[src/rtl/pc_unit.sv]
// pc_unit: program-counter unit for the pipelined MIPS core.
//
// Selects the next fetch address and holds the PC register. The next PC comes from one of:
// sequential (PC + STEP), a branch/jump redirect, exception entry, or ERET return. A redirect
// that arrives while the pipeline is stalled goes into a one-deep pending buffer. The buffered
// target is loaded on the first edge with Stall low.
//
// Ports:
//   Clk          in   rising-edge clock
//   Rst          in   synchronous active-high reset
//   Stall        in   hold PC this cycle (hazard unit)
//   Redir        in   branch/jump taken this cycle
//   RedirTarget  in   branch/jump target address
//   ExcReq       in   exception entry request (highest priority after reset)
//   EretReq      in   return-from-exception request
//   Epc          in   ERET return address
//   PC           out  current fetch address (registered)
//   PC4          out  PC + STEP (combinational, wraps)
//   Pending      out  a deferred redirect is buffered
//   AlignErr     out  one-cycle pulse: a misaligned target was replaced by EXC_VEC
//
// Optional feature macro: PC_ALIGN_CHK_EN
//   When defined, any target about to be loaded (RedirTarget, buffered target or Epc) that has
//   bits [1:0] != 0 is not loaded. PC goes to EXC_VEC instead and AlignErr pulses.
//   When undefined, targets load unmodified and AlignErr is tied low.

module pc_unit #(
  parameter int unsigned      WIDTH     = 32,
  parameter logic [WIDTH-1:0] RESET_VEC = 'h0000_3000,
  parameter logic [WIDTH-1:0] EXC_VEC   = 'h0000_4180,
  parameter int unsigned      STEP      = 4
) (
  input  logic             Clk,
  input  logic             Rst,
  input  logic             Stall,
  input  logic             Redir,
  input  logic [WIDTH-1:0] RedirTarget,
  input  logic             ExcReq,
  input  logic             EretReq,
  input  logic [WIDTH-1:0] Epc,
  output logic [WIDTH-1:0] PC,
  output logic [WIDTH-1:0] PC4,
  output logic             Pending,
  output logic             AlignErr
);

  typedef enum logic {
    StIdle,
    StHeld
  } state_e;

  state_e           state_q, state_d;
  // Initialiser gives the documented power-up value in simulation; Rst sets it in hardware.
  logic [WIDTH-1:0] pc_q = RESET_VEC;
  logic [WIDTH-1:0] pc_d;
  logic [WIDTH-1:0] buf_q, buf_d;
  logic [WIDTH-1:0] pc4;

  // A target load is requested separately from the selection, so the alignment trap (when
  // built) can replace whichever target was chosen.
  logic             load_tgt;
  logic [WIDTH-1:0] tgt;

  assign pc4 = pc_q + WIDTH'(STEP);

  always_comb begin
    state_d  = state_q;
    buf_d    = buf_q;
    pc_d     = pc_q;
    load_tgt = 1'b0;
    tgt      = pc_q;

    if (ExcReq) begin
      pc_d    = EXC_VEC;
      state_d = StIdle;
    end else if (EretReq) begin
      load_tgt = 1'b1;
      tgt      = Epc;
      state_d  = StIdle;
    end else if (Redir && !Stall) begin
      // A fresh redirect supersedes anything buffered.
      load_tgt = 1'b1;
      tgt      = RedirTarget;
      state_d  = StIdle;
    end else if (Redir) begin
      buf_d   = RedirTarget;
      state_d = StHeld;
    end else if (!Stall && (state_q == StHeld)) begin
      load_tgt = 1'b1;
      tgt      = buf_q;
      state_d  = StIdle;
    end else if (!Stall) begin
      pc_d = pc4;
    end

    if (load_tgt) begin
      pc_d = tgt;
    end

`ifdef PC_ALIGN_CHK_EN
    // EXC_VEC bypasses this path, so it is never checked.
    if (load_tgt && (tgt[1:0] != 2'b00)) begin
      pc_d = EXC_VEC;
    end
`endif
  end

  always_ff @(posedge Clk) begin
    if (Rst) begin
      state_q <= StIdle;
      pc_q    <= RESET_VEC;
      buf_q   <= '0;
    end else begin
      state_q <= state_d;
      pc_q    <= pc_d;
      buf_q   <= buf_d;
    end
  end

`ifdef PC_ALIGN_CHK_EN
  logic align_err_q, align_err_d;

  assign align_err_d = !ExcReq && load_tgt && (tgt[1:0] != 2'b00);

  always_ff @(posedge Clk) begin
    if (Rst) begin
      align_err_q <= 1'b0;
    end else begin
      align_err_q <= align_err_d;
    end
  end

  assign AlignErr = align_err_q;
`else
  assign AlignErr = 1'b0;
`endif

  assign PC      = pc_q;
  assign PC4     = pc4;
  assign Pending = (state_q == StHeld);

endmodule

[config.mk]
export PLATFORM = sky130hd
export DESIGN_NAME = pc_unit
export DESIGN_NICKNAME = d
export VERILOG_FILES = /design/src/rtl/pc_unit.sv
export SDC_FILE = /design/constraint.sdc
export NUM_CORES = 1
export LEC_CHECK = 0
export CORE_UTILIZATION = 30
export CTS_CLUSTER_DIAMETER = 200
export DETAILED_ROUTE_END_ITERATION = 8
export DONT_BUFFER_PORTS = 1
export GPL_ROUTABILITY_DRIVEN = 0
export PLACE_DENSITY = 0.56
export SETUP_SLACK_MARGIN = 0.15
export SLEW_MARGIN = 20
export SYNTH_ARGS = -nofsm -noshare
export SYNTH_HDL_FRONTEND = slang
export SYNTH_SLANG_ARGS = --single-unit
[constraint.sdc]
create_clock -name Clk -period 2.85 [get_ports Clk]
set_input_delay 0.855 -clock Clk [delete_from_list [all_inputs] [get_ports Clk]]
set_output_delay 0.855 -clock Clk [all_outputs]
set_load 0.02 [all_outputs]
==> results.cfg <==
[layout]
nNetsFinal = 668
utilization_pct = 42.3
multi_input_comb_area_um2 = 2820
syn2layout_area_growth_pct = 37.8
drive_gt1_share_pct = 29.6
fillers = 1286
ff_latch_area_um2 = 1320
fin_area_um2 = 5580
diodes = 0

[clock_tree]
root_buffer = clkbuf_16
clock_path_buffers = 2
cts_made_buffers = 9
postCtsHoldBufs = 0
cts_max_level = 3
clock_latency_ns = 0.34
clkSlewWorstSetupHoldPaths_ns = 0.05
clock_sinks = 65
cts_tree = built

[timing]
setup_viol = 0
maxSlewViolCount = 0
clock.fmax_mhz = 353
layout_worst_path_cycle_share_pct = 99.3
skew_ns = 0.00608
hold_violations = 0
rsz0062_at_grt = yes
hold_ws_ns = 0.446
max-slew-margin-rel_pct = 50.8
fin_setup_tns_ns = 0
worst_pin_slew_ns = 0.719
period_needed_ns = 2.83

[global_routing]
first_global_vias = 3948
grt_pass1_wl_um = 22200
grt_max_degree = 70
overflow = 0
antenna_found_initial = 0
grtUsageTotal_pct = 20.9

[synthesis]
yosys_warnings = 0
async_reset_ff_share_pct = 0
synth_cell_type_count = 53
synth_edf_count = 0
syn_nets = 604
yosys_register_bits = 65
synth.top_cell.area_share_pct = 32.2
syn_area_um2 = 4050
synth_cells = 533
synth_area_leaders = dfxtp_1 32%, nand2_1 9.7%, mux2i_1 7.9%, a21oi_1 5.8%, o21ai_0 4.1%
yosysTopAreaCell = dfxtp_1
ys.flop_type = dfxtp_1
ys_seq_area_share_pct = 32.2
syn-mean-instance-area_um2 = 7.59

[drt]
post-route-drc-count = 0
dr.pass1.iters = 5
num_vias = 4203
wirelength_um = 15000
post_drt_wl_per_cell_um = 19.3
drtAntennaViolNets = 0
drt-initial-drc-count = 376
viasPerCell = 5.41

[worst_setup_path]
ff2ff_setup_slack_ns = 0.67
worstReg2RegStart = PC[8]$_SDFFE_PP0P_
reg2reg_depth = 9
r2r_end = PC[22]$_SDFFE_PP0P_
crit_fanout = 5
critPathCaptureType = output pin
cp.required_ns = 2.00
cp.arrival_ns = 1.98
crit_type = register to output pin
start_kind = register
startpoint = PC[8]$_SDFFE_PP0P_

[floorplanning]
core_um2 = 13200
io_pins = 136
die_x_um = 118
initial_core_util_pct = 30.7
num_rows = 42
die_y_um = 118
fp.dieArea_um2 = 14000

[power]
p_leak_uw = 0.00214
power_density_nw_per_um2 = 458
peakVddDrop_uv = 231

[placement]
dp_hpwl_um = 10300
numPortBuffers = 0
dpl_cell_area_um2 = 4640

[run_status]
status = completed

[flow_run]
maxCapViolations = 0

[min_path]
hold_path.startpoint = buf_q[18]$_SDFFE_PP0P_
hp-class = register to register
min_to = buf_q[18]$_SDFFE_PP0P_
hold_depth = 2
timing repair:
action / in CTS / in global routing
resized for setup: 47 / 35
endpoints found under the setup margin: 21 / 19
setup buffers: 18 / 16
pin swaps: 20 / 18
worst max path at each step:
stage | end | slack (ns)
2_1_floorplan | PC4[22] | 0.13
3_3_place_gp | PC4[31] | 0.23
3_5_place_dp | PC4[31] | 0.20
4_1_cts | PC4[30] | -0.001
5_1_grt | PC4[30] | -0.1
6_report | PC4[30] | 0.02
cells in the final DEF, fill, tap and decap left out, types with 3 or more instances in the layout:
cell type	synthesis	layout
inv_1	6	6
nand2_2	1	3
nand3_1	12	5
buf_6	0	22
nand3b_1	4	4
or3_1	8	8
dfxtp_1	65	51
and3_1	7	6
xor2_1	10	6
nand2b_1	5	5
nor2_1	24	19
nor2_4	0	4
dfxtp_2	0	12
a211oi_1	5	5
o211ai_1	14	14
a31oi_1	14	14
mux2_2	5	5
o21ai_0	33	33
buf_4	4	75
nor3_1	12	10
clkbuf_16	0	9
nand2_1	105	101
nand3_4	0	6
xor2_2	0	4
mux2i_1	32	32
xnor2_2	0	9
nand4_1	9	9
a221oi_1	4	4
a21oi_1	47	46
a22oi_1	8	8
nor4_4	2	3
xnor2_1	18	9
power by group:
| group | total, uW | internal [uW] | switching (uW) |
|---|---|---|---|
| logic | 385 | 155 | 231 |
| registers | 973 | 942 | 30.8 |
| clock network | 1200 | 784 | 414 |
| total | 2560 | 1880 | 675 |
worst max-delay path, stage by stage (launching register included):
cell and delay, ns:
dfxtp_2 0.33, buf_6 0.14, nand4_1 0.15, nor4_4 0.29, buf_4 0.17, nand4_1 0.20
xnor2_2 0.21, buf_4 0.16
cells in the mapped netlist, types with 3 or more instances:
library cell	count
nor2_1	24
nor2b_1	3
or3_1	8
a211oi_1	5
xnor2_1	18
a21oi_1	47
and3_1	7
inv_1	6
nand2_1	105
clkbuf_1	35
a22oi_1	8
nand3b_1	4
buf_4	4
mux2_2	5
nor3_1	12
buf_2	8
nand2b_1	5
a31oi_1	14
o21ai_0	33
o211ai_1	14
nand3_1	12
xor2_1	10
mux2i_1	32
nand4_1	9
and4_1	3
a221oi_1	4
dfxtp_1	65
cell type report:
class                           instances  area share (%)
Sequential cell                        65            23.7
Multi-Input combinational cell        414            50.5
Inverter                                6           0.404
Tap cell                              176            3.95
Clock buffer                           12            4.42
Clock inverter                          3            1.17
Timing Repair Buffer                  101            15.8
metrics by stage:
stage | setup slack [ns] | total power [uW] | instances
4_1_cts | -0.00147 | 2570 | 761
2_1_floorplan | 0.126 | 1250 | 533
3_3_place_gp | 0.232 | 1340 | 728
6_report | 0.0193 | 2560 | 777
3_5_place_dp | 0.205 | 1350 | 728
5_1_grt | -0.0982 | 2640 | 777
sequential cells by signal, summed over array words and instances, names as in the netlist:
name	count
PC	32
buf_q	32
Pending	1
kinds of logic after synthesis:
kind of cell / synth area share [%]
other: 0.0927
muxes: 9.31
buffers and inverters: 5.63
adders and majority gates: 0.309
AOI/OAI and AO/OA: 21.8
xor gates and xnor gates: 6.06
DFF: 32.2
and+or+nand+nor: 24.7
metal layers:
metal	wire length, um	GRT usage [%]
met1	6120	26.4
met2	6870	31.2
met3	1510	7.85
met4	489	9.86
met5	0	0
(Power assumes the default switching activity.)
